--- src/rtl/capture_pkg.sv ---
// Shared state encoding, default trigger-path latency and the pre-trigger clamp.
package capture_pkg;

    typedef enum logic [2:0] {
        ST_IDLE  = 3'd0,
        ST_PRE   = 3'd1,
        ST_ARMED = 3'd2,
        ST_POST  = 3'd3,
        ST_DONE  = 3'd4
    } state_t;

    localparam int TRIG_LAT_DEF = 2;

    // Limit the pre-trigger window to one less than the record length (Depth 0 = 4096).
    function automatic logic [11:0] clamp_pre(input logic [11:0] depth, input logic [11:0] pre);
        logic [12:0] d;
        logic [12:0] dm1;
        d   = (depth == 12'd0) ? 13'd4096 : {1'b0, depth};
        dm1 = d - 13'd1;
        if ({1'b0, pre} >= d) clamp_pre = dm1[11:0];
        else                  clamp_pre = pre;
    endfunction

endpackage

--- src/rtl/capture_ctrl_addr_window.sv ---
// 13-bit loadable down-counter; last flags the step that closes the window.
// The count sticks at zero, so a window of 0 or 1 closes on its first step.
module addr_window (
    input  logic        clk,
    input  logic        rst_n,
    input  logic        load,
    input  logic [12:0] load_val,
    input  logic        step,
    output logic        last
);

    logic [12:0] cnt_q;
    logic [12:0] cnt_d;

    always_comb begin
        cnt_d = cnt_q;
        if (load)
            cnt_d = load_val;
        else if (step && cnt_q != 13'd0)
            cnt_d = cnt_q - 13'd1;
    end

    always_ff @(posedge clk or negedge rst_n) begin
        if (!rst_n) cnt_q <= '0;
        else        cnt_q <= cnt_d;
    end

    assign last = step && (cnt_q <= 13'd1);

endmodule

--- src/rtl/capture_ctrl.sv ---
// Sample-RAM acquisition sequencer: pre-fill, arm, trigger, post-fill, freeze, readout.
// All outputs registered; Waddr moves on the edge after each write slot.
module capture_ctrl
    import capture_pkg::*;
#(
    parameter int TRIG_LAT = TRIG_LAT_DEF,
    parameter int AUTO_W   = 16
) (
    input  logic              Wclk,
    input  logic              nRst,
    input  logic              Start,
    input  logic              Auto,
    input  logic [AUTO_W-1:0] Timeout,
    input  logic [11:0]       Depth,
    input  logic [11:0]       PreTrig,
    input  logic              Trig_Hit,
    input  logic [15:0]       Counter,
    input  logic              Rd_Next,
    input  logic              Rd_Rst,
    output logic [11:0]       Waddr,
    output logic [11:0]       Raddr,
    output logic [11:0]       Trig_Addr,
    output logic              Ready,
    output logic              Forced,
    output logic [2:0]        State
);

    localparam logic [11:0] TRIG_LAT_W = 12'(TRIG_LAT);

    state_t             state_q, state_d;
    logic [11:0]        waddr_q, waddr_d;
    logic [11:0]        raddr_q, raddr_d;
    logic [11:0]        trig_addr_q, trig_addr_d;
    logic               ready_q, ready_d;
    logic               forced_q, forced_d;
    logic [AUTO_W-1:0]  tcnt_q, tcnt_d;
    logic [12:0]        depth_q, depth_d;
    logic [11:0]        pre_q, pre_d;
    logic               auto_q, auto_d;
    logic [AUTO_W-1:0]  timeout_q, timeout_d;

    logic        step;
    logic        pre_load, post_load, done_entry;
    logic        pre_last, post_last;
    logic [11:0] rec_start;

    assign step      = (Counter < 16'd2);
    assign rec_start = trig_addr_q - pre_q;

    addr_window u_pre_win (
        .clk      (Wclk),
        .rst_n    (nRst),
        .load     (pre_load),
        .load_val ({1'b0, clamp_pre(Depth, PreTrig)}),
        .step     (step && state_q == ST_PRE),
        .last     (pre_last)
    );

    addr_window u_post_win (
        .clk      (Wclk),
        .rst_n    (nRst),
        .load     (post_load),
        .load_val (depth_q - {1'b0, pre_q}),
        .step     (step && state_q == ST_POST),
        .last     (post_last)
    );

    always_comb begin
        state_d     = state_q;
        waddr_d     = waddr_q;
        raddr_d     = raddr_q;
        trig_addr_d = trig_addr_q;
        ready_d     = ready_q;
        forced_d    = forced_q;
        tcnt_d      = tcnt_q;
        depth_d     = depth_q;
        pre_d       = pre_q;
        auto_d      = auto_q;
        timeout_d   = timeout_q;
        pre_load    = 1'b0;
        post_load   = 1'b0;
        done_entry  = 1'b0;

        if (step) begin
            case (state_q)
                ST_PRE: begin
                    waddr_d = waddr_q + 12'd1;
                    if (pre_last) state_d = ST_ARMED;
                end
                ST_ARMED: begin
                    waddr_d = waddr_q + 12'd1;
                    if (tcnt_q != {AUTO_W{1'b1}}) tcnt_d = tcnt_q + AUTO_W'(1);
                    // A real hit on the timeout step still counts as a real trigger.
                    if (Trig_Hit || (auto_q && tcnt_q == timeout_q)) begin
                        trig_addr_d = waddr_q - TRIG_LAT_W;
                        forced_d    = !Trig_Hit;
                        post_load   = 1'b1;
                        state_d     = ST_POST;
                    end
                end
                ST_POST: begin
                    waddr_d = waddr_q + 12'd1;
                    if (post_last) begin
                        state_d    = ST_DONE;
                        ready_d    = 1'b1;
                        done_entry = 1'b1;
                    end
                end
                default: ;
            endcase
        end

        if (Start) begin
            state_d    = ST_PRE;
            waddr_d    = 12'd0;
            pre_load   = 1'b1;
            post_load  = 1'b0;
            done_entry = 1'b0;
            forced_d   = 1'b0;
            tcnt_d     = '0;
            ready_d    = 1'b0;
            depth_d    = (Depth == 12'd0) ? 13'd4096 : {1'b0, Depth};
            pre_d      = clamp_pre(Depth, PreTrig);
            auto_d     = Auto;
            timeout_d  = Timeout;
        end

        if (Rd_Rst)       raddr_d = rec_start;
        else if (Rd_Next) raddr_d = raddr_q + 12'd1;
        if (done_entry)   raddr_d = rec_start;
    end

    always_ff @(posedge Wclk or negedge nRst) begin
        if (!nRst) begin
            state_q     <= ST_IDLE;
            waddr_q     <= '0;
            raddr_q     <= '0;
            trig_addr_q <= '0;
            ready_q     <= 1'b0;
            forced_q    <= 1'b0;
            tcnt_q      <= '0;
            depth_q     <= '0;
            pre_q       <= '0;
            auto_q      <= 1'b0;
            timeout_q   <= '0;
        end else begin
            state_q     <= state_d;
            waddr_q     <= waddr_d;
            raddr_q     <= raddr_d;
            trig_addr_q <= trig_addr_d;
            ready_q     <= ready_d;
            forced_q    <= forced_d;
            tcnt_q      <= tcnt_d;
            depth_q     <= depth_d;
            pre_q       <= pre_d;
            auto_q      <= auto_d;
            timeout_q   <= timeout_d;
        end
    end

    assign Waddr     = waddr_q;
    assign Raddr     = raddr_q;
    assign Trig_Addr = trig_addr_q;
    assign Ready     = ready_q;
    assign Forced    = forced_q;
    assign State     = state_q;

endmodule

--- config.mk ---
export PLATFORM = sky130hd
export DESIGN_NAME = capture_ctrl
export DESIGN_NICKNAME = d
export VERILOG_FILES = /design/src/rtl/capture_pkg.sv /design/src/rtl/capture_ctrl_addr_window.sv /design/src/rtl/capture_ctrl.sv
export SDC_FILE = /design/constraint.sdc
export NUM_CORES = 1
export LEC_CHECK = 0
export CAP_MARGIN = 20
export CORE_ASPECT_RATIO = 0.75
export CORE_MARGIN = 4
export CORE_UTILIZATION = 41
export DETAILED_ROUTE_END_ITERATION = 8
export RECOVER_POWER = 100
export SYNTH_ARGS = -nofsm -noshare
export SYNTH_HDL_FRONTEND = slang
export SYNTH_HIERARCHICAL = 1
export SYNTH_SLANG_ARGS = --single-unit
--- constraint.sdc ---
create_clock -name Wclk -period 4.65 [get_ports Wclk]
set_input_delay 1.395 -clock Wclk [delete_from_list [all_inputs] [get_ports Wclk]]
set_output_delay 1.395 -clock Wclk [all_outputs]
set_load 0.005 [all_outputs]
; After elaboration in Yosys (flattened, before gate mapping)
; Index checks and enable logic that the tools add are counted.
[totals]
reg_bits = 125
n_memories = 0
latchBits = 0
ram_bits = 0
word_cells = 103
rom_bits = 0
[classes]
bitwise_logic = 0
n_reduce_logical = 30
div_mod_pow = 0
mux = 39
shift = 0
multipliers = 0
add_sub_neg = 9
eq_ne = 8
order_cmp = 4
[ops]
columns = operator, count
row1 = $mux W12, 7
row2 = $mux W13, 5
row3 = $mux W16, 4
row4 = $le A13 B1 Y1 const B, 2
row5 = $reduce_bool A13 Y1, 2
row6 = $sub A13 B1 Y13 const B, 2
row7 = $add A12 B1 Y12 const B, 2
row8 = $reduce_bool A2 Y1, 9
row9 = $mux W1, 17
row10 = $add A16 B1 Y16 const B, 1
row11 = $eq A16 B16 Y1, 1
row12 = $lt A16 B2 Y1 const B, 1
row13 = $ne A16 B16 Y1 const B, 1
row14 = $mux W3, 5
row15 = $ge A12 B13 Y1, 1
row16 = $sub A13 B12 Y13, 1
row17 = $logic_not A12 Y1, 1
row18 = $reduce_and A3 Y1, 4
row19 = $sub A12 B1 Y12 const B, 1
row20 = $sub A12 B12 Y12, 1
row21 = $sub A12 B2 Y12 const B, 1
row22 = $ne A3 B3 Y1 const B, 3
row23 = $pmux W3 S3, 1
row24 = $logic_and A1 B1 Y1, 7
row25 = other kinds (9), 10

; Longest topological paths before layout
[logic_depth]
word_depth = 8
depth_mapped = 12
ltp_nobuf = 11

; Modules after synthesis
; The synthesis kept the hierarchy.
[modules_own_cells]
columns = mod, area_each_um2, seq_area_each_um2, cells_per_inst, n_inst
row1 = capture_ctrl, 6520.0, 2477.4, 687, 1
row2 = addr_window, 880.8, 325.3, 106, 2

; Worst setup path after synthesis
; OpenSTA, ideal clock, no wires.
[synth_timing]
path_kind = input to register
from = input Counter[15]
to = register u_pre_win.cnt_q[5]
path_stages = 9
path_slack_ps = 874
required_ps = 4568
path_buffers = 1
t_arrival_ps = 3695
cell_sequence = nor4_1 -> and4_1 -> buf_2 -> nand2_1 -> nor3_1 -> or4b_4 -> or2_4 -> or4b_1 -> a31oi_1
[synth_via]
elab_chain_len = 4
[synth_rtl]
columns = element, line
row1 = "start, declared", capture_ctrl.sv:17  ; input logic [15:0] Counter,
row2 = $lt A16 B2 Y1, capture_ctrl.sv:47  ; assign step = (Counter < 16'd2);
row3 = $logic_and A1 B1 Y1, capture_ctrl.sv:55  ; .step (step && state_q == ST_PRE),
row4 = $logic_and A1 B1 Y1, capture_ctrl_addr_window.sv:19  ; else if (step && cnt_q != 13'd0)
row5 = $reduce_bool A2 Y1 (no line), n/a
row6 = "end signal, assigned", capture_ctrl_addr_window.sv:25  ; else cnt_q <= cnt_d;
row7 = "end, declared", capture_ctrl_addr_window.sv:12  ; logic [12:0] cnt_q;
; No other way between the ends.
; A chain may end at the register's enable or synchronous reset.

; Worst setup path after layout
[layout_timing]
from = input Counter[13]
to = register u_pre_win.cnt_q[5]
; Same word-level chain as after synthesis.

==> impl_metrics.py <==
metrics = {
    "status": {
        "status": "finished, violations left",
        "failed_checks": "max-capacitance violations, max-slew violations",
    },
    "synth": {
        "synth_flop_cell": "dfrtp_1",
        "synth-simple-area-share_pct": 21.8,
        "synthesis.area_um2": 8280,
        "ys_top_cells_by_area": "dfrtp_1 38%, ha_1 7.1%, xnor2_1 7.0%",
        "synth_top_family_by_area": "simple AND/OR/NAND/NOR gates",
        "yosys.area.top_type": "dfrtp_1",
        "syn_nets": 1011,
        "synth_edf_count": 0,
        "ys_seq_area_share_pct": 37.8,
        "yosys_warnings": 6,
        "synth_most_common_cell": "dfrtp_1",
        "yosysUniqueCellTypes": 70,
        "synth-adder-area-share_pct": 7.58,
        "postSynthCellCount": 899,
        "synth_compound_area_share_pct": 12.6,
        "synth_xor_area_share_pct": 8.99,
        "avgSynthCellArea_um2": 9.21,
        "ys_ff_latch": 125,
        "synth_top_area_share_pct": 37.8,
        "async_reset_ff_share_pct": 100,
        "synth_common_cells": "125 x dfrtp_1, 86 x nor2_1, 66 x xnor2_1, 64 x nand2_1, 60 x inv_1",
        "muxShareOfSynthArea_pct": 6.81,
    },
    "routing": {
        "first_pass_iters": 8,
        "num_vias": 6853,
        "wl_per_cell_um": 16.2,
        "vias_per_cell": 5.39,
        "final_antenna_net_count": 0,
        "drtIter0Drc": 484,
        "drc": 0,
        "routed_wl_um": 20600,
    },
    "final_layout": {
        "final_area_um2": 10200,
        "final_util_pct": 51.8,
        "nets": 1118,
        "syn_to_final_growth_pct": 22.6,
        "n_antenna_cell": 0,
        "stdcell_count": 1271,
        "drive_gt1_share_pct": 10.2,
    },
    "clocking": {
        "cts-root-buf": "clkbuf_16",
        "hold_buffers": 0,
        "post_cts_resized": 0,
        "insertion_delay_ps": 430,
        "cts_tree": "built",
        "htreeDepth": 4,
        "numCtsBuffers": 17,
        "cts.sinks": 125,
        "clkTransAtPathRegs_ps": 60,
        "cts_buffer_depth": 2,
        "post_cts_buffers": 0,
    },
    "worst_setup_path": {
        "arrival_ps": 4540,
        "crit_family": "simple AND/OR/NAND/NOR gates",
        "crit_type": "in -> reg",
        "crit_path_max_fanout": 4,
        "required_ps": 5000,
        "worstSetupEndpointType": "flop",
        "cp_slowest_cell": "dlygate4sd3_1",
        "crit_buf_inv": 2,
        "crit_chain": "dlygate4sd3_1 -> nor4_1 -> and4_1 -> nand2_1 -> nor3_1 -> clkbuf_1 -> or4b_4 -> or2_4 -> or4b_1 -> a31oi_1",
        "critical-path-max-stage-delay_ps": 540,
        "startpoint_type": "primary input",
    },
    "place": {
        "gp_congestion": 0.821,
        "place_ws_ps": 240,
        "place_inst": 1240,
        "place_area_um2": 9620,
        "dp_hpwl_um": 15500,
        "port_buffers": 102,
    },
    "sta": {
        "clock.fmax_ghz": 0.238,
        "worst_hold_slack_ps": 508,
        "setup_violations": 0,
        "hold_viol": 0,
        "post-route-min-period_ps": 4200,
        "finalCritPeriodShare_pct": 90.2,
        "relSlewSlack_pct": -34.1,
        "worstMarginPinSlew_ps": 2010,
        "setup_tns_ps": 0,
        "rsz0062_at_grt": "no",
        "clock_skew_ps": 10.2,
        "slew_viol_final": 108,
        "setup_slack_ps": 454,
    },
    "floorplanning": {
        "rows": 44,
        "initial_utilization_pct": 42.3,
        "coreArea_um2": 19600,
        "die_w_um": 172,
        "io_pins": 104,
        "die_y_um": 131,
        "fp.dieArea_um2": 22600,
    },
    "global_routing": {
        "grt_usage_pct": 18.5,
        "antenna_found_initial": 0,
        "grt_pass1_vias": 6263,
        "grt_overflow": 0,
        "grt_max_degree": 70,
        "grt_pass1_wl_um": 32900,
    },
    "power": {
        "leakagePower_nw": 4.39,
        "vdd_ir_drop_max_v": 0.000218,
        "finalPower_mw": 3.32,
        "power_density_nw_per_um2": 327,
    },
    "worst_hold_path": {
        "min_path_type": "reg -> reg",
    },
    "flow_run": {
        "drv_cap": 2,
    },
}
## placed cells by master (no fill, tap or decap), types with 10 or more instances in the layout
| master | instances |
|---|---|
| and3_1 | 11 |
| mux2_2 | 38 |
| nor3_1 | 32 |
| nand2_1 | 64 |
| o21ai_0 | 31 |
| nand4_1 | 17 |
| xnor2_1 | 66 |
| dfrtp_1 | 125 |
| nand3_1 | 28 |
| a31oi_1 | 15 |
| ha_1 | 47 |
| a21oi_1 | 58 |
| inv_1 | 60 |
| nor2b_1 | 10 |
| clkbuf_16 | 17 |
| xor2_1 | 19 |
| nor2_1 | 86 |
| clkdlybuf4s50_1 | 57 |
| nor4_1 | 22 |
| dlygate4sd3_1 | 43 |
## registers in the layout, indices dropped and copies added, names as in the netlist
name and flops:
u_post_win/cnt_q 13, depth_q 13, Forced 1, State 3, u_pre_win/cnt_q 13, tcnt_q 16
Waddr 12, auto_q 1, Ready 1, timeout_q 16, pre_q 12, Raddr 12
Trig_Addr 12
## kinds of logic (layout without fill, tap and decap cells)
logic type               count (synthesis)  after routing
AO/OA/AOI/OAI                          161            161
buffers and inverters                   92            211
other                                    1              1
AND/OR/NAND/NOR                        335            335
flip-flops                             125            125
XOR/XNOR                                85             85
multiplexers                            51             51
adder cells (fa/ha/maj)                 49             49
## final cells by class
class	instances	area [um2]
fill	1796	9440
multi-input combinational	682	4770
sequential	125	3130
timing repair buffer	120	1110
clock buffer	18	439
tap	253	317
inverter	60	225
clock inverter	13	166
## final timing paths
| path | start | to | slack, ps | cells past startpoint |
|---|---|---|---|---|
| max in group asynchronous | nRst | depth_q[1] | 1010 | 2 |
| hold / removal | Ready | Ready | 510 | 2 |
| min in group asynchronous | nRst | Raddr[10] | 1180 | 1 |
| setup / recovery | Counter[13] | u_pre_win/cnt_q[5] | 450 | 10 |
| hold reg to reg | Ready | Ready | 510 | 2 |
| setup reg to reg | tcnt_q[10] | u_post_win/cnt_q[1] | 740 | 9 |
## worst min-delay path, stage by stage (launching register included)
cell and delay [ps]:
dfrtp_1 370, inv_1 50, a21oi_1 50
## report_power, final
group | total (mW) | switching (mW) | internal (mW)
Sequential | 1.26 | 0.0813 | 1.17
Combinational | 0.696 | 0.354 | 0.342
Clock | 1.37 | 0.517 | 0.855
## metal layers
layer | GRT usage, % | wire, um | part of all wire (%) | vias up
li1 | - | - | - | 3431
met1 | 28.7 | 10800 | 52 | 3267
met2 | 26.4 | 8750 | 42 | 141
met3 | 3.60 | 903 | 4.4 | 14
met4 | 4.25 | 176 | 0.85 | 0
met5 | 0 | 0 | 0 | -
Power figures use the tool's default switching activity.
==> variant 1 (config.mk and constraints unchanged) <==
Change the parameter `AUTO_W` from 16 to 24.
--- a/src/rtl/capture_ctrl.sv
+++ b/src/rtl/capture_ctrl.sv
@@ -4,7 +4,7 @@
     import capture_pkg::*;
 #(
     parameter int TRIG_LAT = TRIG_LAT_DEF,
-    parameter int AUTO_W   = 16
+    parameter int AUTO_W   = 24
 ) (
     input  logic              Wclk,
     input  logic              nRst,
Ports: changed (resized Timeout); port bits go from 104 to 112. The function was not compared with the original's and may differ.
==> variant 1 against the original RTL <==
  * Synthesized area up 8.9%
  * Worst setup slack better by 62 ps
  * Wire length up 12%
  * Power up 14%
  * Sequential cell count up 16
  * Clock skew up 1.3 ps
  * Via count up 6.0%
  * Cell area up 7.8%
  * The flow still finishes with violations (max-capacitance violations, max-slew violations)
  * Largest cell class unchanged
  * Synthesized cell count up 4.0%
==> variant 1: results (changes against the original RTL) <==
highest_layer: "met4"  # unchanged
grtUsageTotal_pct: 19.5  # was 18.5%
grtUsageMet1_pct: 30.2  # was 28.7%
place_congestion: 0.856  # was 0.821
grt_pass1_wl_um: 37500  # was 32900 um
vias_per_cell: 5.41  # was 5.39
ys_seq_area_share_pct: 39.1  # was 37.8%
drive_gt1_share_pct: 11.4  # was 10.2%
dp.cells: 1312  # was 1240
fin_worst_skew_ps: 11.5  # was 10.2 ps
dr.pass1.iters: 5  # was 8
synthDistinctLibCells: 69  # was 70
dp_hpwl_um: 17100  # was 15500 um
slew_viol_final: 122  # was 108
grtUsageMet3_pct: 4.84  # was 3.60%
async_flop_share_pct: 100  # unchanged
top_regs: "tcnt_q x24, timeout_q x24"  # was tcnt_q x16, timeout_q x16
maxCapViolCount: 2  # unchanged
portBuffers: 110  # was 102
dr_wl_met3_um: 1440  # was 903 um
via_count: 7267  # was 6853
dpl_cell_area_sq_um: 10400  # was 9620 sq um
cts.path.max_buffers: 2  # unchanged
violations: "max-capacitance violations, max-slew violations"  # unchanged
crit_arrival_ps: 4480  # was 4540 ps
vdd_drop_max_uv: 267  # was 218 uV
clkTransAtPathRegs_ps: 60  # about the same
wl_met2_um: 9630  # was 8750 um
ys_top_cells_by_area: "dfrtp_1, xnor2_1, mux2_2"  # was dfrtp_1, ha_1, xnor2_1
power.leakage_nw: 4.57  # was 4.39 nW
rr_worst_depth: 8  # was 9
drtIter0Drc: 512  # was 484
wl_met1_um: 11800  # was 10800 um
wire_per_inst_um: 17.2  # was 16.2 um
tightest_slew_ps: 2150  # was 2010 ps
syn_nets: 1055  # was 1011
status: "finished with violations"  # unchanged
grt_pass1_vias: 6912  # was 6263
syn_area_per_cell_sq_um: 9.65  # was 9.21 sq um
synth_commonest_cells: "dfrtp_1, nor2_1, xnor2_1"  # unchanged
hold_depth: 1  # was 2
nNetsFinal: 1163  # was 1118
grt_max_degree: 75  # was 70
cp_max_fo: 7  # was 4
grtUsageMet2_pct: 27.3  # was 26.4%
variant 1: cell types whose count changed in the layout (fill, tap and decap cells not counted), sizes merged, moves of 5 or more:
cell           unedited run  this run
mux2                     43        66
a21oi                    58        39
xnor2                    66        83
dfrtp                   125       141
inv                      61        50
clkdlybuf4s50            57        64
nand4                    17        24
nand2                    64        70
and3                     11         6
nand3b                    7         2
variant 1: report_power, final:
part	switching, mW	internal, mW	total [mW]
clock	0.561	0.934	1.49
sequential	0.115	1.33	1.45
combinational	0.420	0.412	0.832
variant 1: path summary, 6_finish.rpt:
kind | from | to | slack (ps)
worst max-delay path | Counter[8] | u_pre_win/cnt_q[5] | 520
worst min-delay path | pre_q[2] | pre_q[2] | 510
worst max register to register | tcnt_q[16] | Trig_Addr[9] | 1770
worst min register to register | pre_q[2] | pre_q[2] | 510
max in group asynchronous | nRst | Trig_Addr[9] | 1070
min in group asynchronous | nRst | u_pre_win/cnt_q[12] | 1490
variant 1: stage by stage:
stage	power [mW]	worst slack, ps	hold WS [ps]
6_report	3.77	516	511
5_1_grt	3.97	327	523
4_1_cts	3.84	772	513
3_5_place_dp	2.33	319	500
3_3_place_gp	2.32	371	493
2_1_floorplan	2.00	1050	470
variant 1: final cells by class:
class | count | area [sq um]
clock buffer | 21 | 460
tap | 288 | 360
fill | 2014 | 10500
inverter | 49 | 184
multi-input combinational | 709 | 5060
sequential | 141 | 3530
clock inverter | 11 | 180
timing repair buffer | 125 | 1180
variant 1: cells by family after synthesis:
kind of cell | after synthesis | share of synthesized area [%]
AOI/OAI and AO/OA | 139 | 9.76
and+or+nand+nor | 341 | 20.4
buffers and inverters | 85 | 4.12
muxes | 77 | 9.75
adders and majority gates | 49 | 6.96
xor gates and xnor gates | 102 | 9.90
DFF | 141 | 39.1
other | 1 | 0.0416
==> variant 2 (config.mk and constraints unchanged) <==
Without the edit above. `trig_addr_q` no longer has a reset.
--- a/src/rtl/capture_ctrl.sv
+++ b/src/rtl/capture_ctrl.sv
@@ -135,7 +135,6 @@
             state_q     <= ST_IDLE;
             waddr_q     <= '0;
             raddr_q     <= '0;
-            trig_addr_q <= '0;
             ready_q     <= 1'b0;
             forced_q    <= 1'b0;
             tcnt_q      <= '0;
@@ -147,7 +146,6 @@
             state_q     <= state_d;
             waddr_q     <= waddr_d;
             raddr_q     <= raddr_d;
-            trig_addr_q <= trig_addr_d;
             ready_q     <= ready_d;
             forced_q    <= forced_d;
             tcnt_q      <= tcnt_d;
@@ -156,6 +154,10 @@
             auto_q      <= auto_d;
             timeout_q   <= timeout_d;
         end
+    end
+
+    always_ff @(posedge Wclk) begin
+        trig_addr_q <= trig_addr_d;
     end
 
     assign Waddr     = waddr_q;
Function: differs if nRst is asserted again (counterexample within 4 cycles, from zero or initial values and one cycle with nRst low); with nRst held inactive, the same outputs for 4 cycles.
==> variant 2 against the original RTL <==
  * The flow still finishes with violations (max-capacitance violations, max-slew violations)
  * Cell area decreased by 1.0%
  * Critical path depth increased by 2
  * Count of clock-buffer cells in the layout unchanged
  * Worst setup slack better by 100 ps
  * Power rose by 6.8%
  * Synthesized area is 0.65% lower
  * Non-clock buffer count down 3
  * Sequential cell count is the same
  * Wire length rose by 3.1%
  * Sequential share of layout area rose by 0.92 points
  * Sequential power grew 5%
  * Maximum frequency is 2.5% higher
==> variant 2: results (changes against the original RTL) <==
power.leakage_nw: 4.20  # was 4.39 nW
wire_per_inst_um: 16.9  # was 16.2 um
synth_warnings: 6  # unchanged
dr_wl_met3_um: 997  # was 903 um
grt_pass1_wl_um: 34700  # was 32900 um
synth_compound_area_share_pct: 14.0  # was 12.6%
synth_xor_area_share_pct: 8.30  # was 8.99%
fin_worst_skew_ps: 17.4  # was 10.2 ps
dp_hpwl_um: 16000  # was 15500 um
hp-start: "pre_q[6]"  # was Ready
ys_seq_area_share_pct: 38.7  # was 37.8%
slew_viol_final: 32  # was 108
drive_gt1_share_pct: 9.04  # was 10.2%
cp_top_family: "compound AO/OA/AOI/OAI gates"  # was simple AND/OR/NAND/NOR gates
holdPathEnd: "pre_q[6]"  # was Ready
grtUsageTotal_pct: 19.5  # was 18.5%
grtUsageMet3_pct: 4.06  # was 3.60%
startpoint: "Depth[4]"  # was Counter[13]
nNetsFinal: 1106  # was 1118
violations: "max-capacitance violations, max-slew violations"  # unchanged
synth_edf_count: 12  # was 0
dr.pass1.iters: 5  # was 8
vdd_drop_max_uv: 228  # was 218 uV
post-route-period-util_pct: 88.1  # was 90.2%
synth_commonest_cells: "dfrtp_1, nor2_1, nand2_1"  # was dfrtp_1, nor2_1, xnor2_1
switchingPower_mw: 1.08  # was 0.953 mW
dpl_cell_area_sq_um: 9530  # was 9620 sq um
holdWs_ps: 497  # was 508 ps
wirelength_um: 21300  # was 20600 um
cp_max_fo: 17  # was 4
dp.cells: 1228  # was 1240
reg2reg_slack_ps: 1410  # was 740 ps
grtUsageMet2_pct: 28.1  # was 26.4%
r2r-start: "tcnt_q[2]"  # was tcnt_q[10]
grt_pass1_vias: 6432  # was 6263
cts_root_buffer: "clkbuf_16"  # unchanged
tightest_slew_ps: 1590  # was 2010 ps
wl_met1_um: 10900  # was 10800 um
grt_max_degree: 71  # was 70
timing.rr.end: "u_post_win/cnt_q[5]"  # was u_post_win/cnt_q[1]
drtIter0Drc: 623  # was 484
insertion_delay_ps: 430  # about the same
syn_nets: 1004  # was 1011
crit_arrival_ps: 4390  # was 4540 ps
via_count: 6937  # was 6853
maxCapViolCount: 1  # was 2
status: "finished with violations"  # unchanged
dp_slack_ps: 387  # was 240 ps
place_congestion: 0.868  # was 0.821
critPathMaxStageDelay_ps: 650  # was 540 ps
variant 2: cell type report:
class                      count  area [sq um]
clock inverter                14           168
multi-input combinational    680          4640
fill                        1831          9490
inverter                      53           199
sequential                   125          3190
tap                          253           317
clock buffer                  18           439
timing repair buffer         117          1100
variant 2: cell families (layout without fill, tap and decap cells):
group | after synthesis | in the layout
DFF | 125 | 125
adders and majority gates | 49 | 49
muxes | 35 | 35
buffers and inverters | 87 | 202
xor gates and xnor gates | 78 | 78
other | 1 | 1
AOI/OAI and AO/OA | 179 | 179
and+or+nand+nor | 338 | 338
variant 2: power groups by stage:
stage	combinational [mW]	sequential, mW	clock [mW]
2_1_floorplan	0.571	1.32	0
3_3_place_gp	0.862	1.34	0
3_5_place_dp	0.868	1.34	0
4_1_cts	0.876	1.33	1.40
5_1_grt	0.963	1.34	1.45
6_report	0.853	1.32	1.37
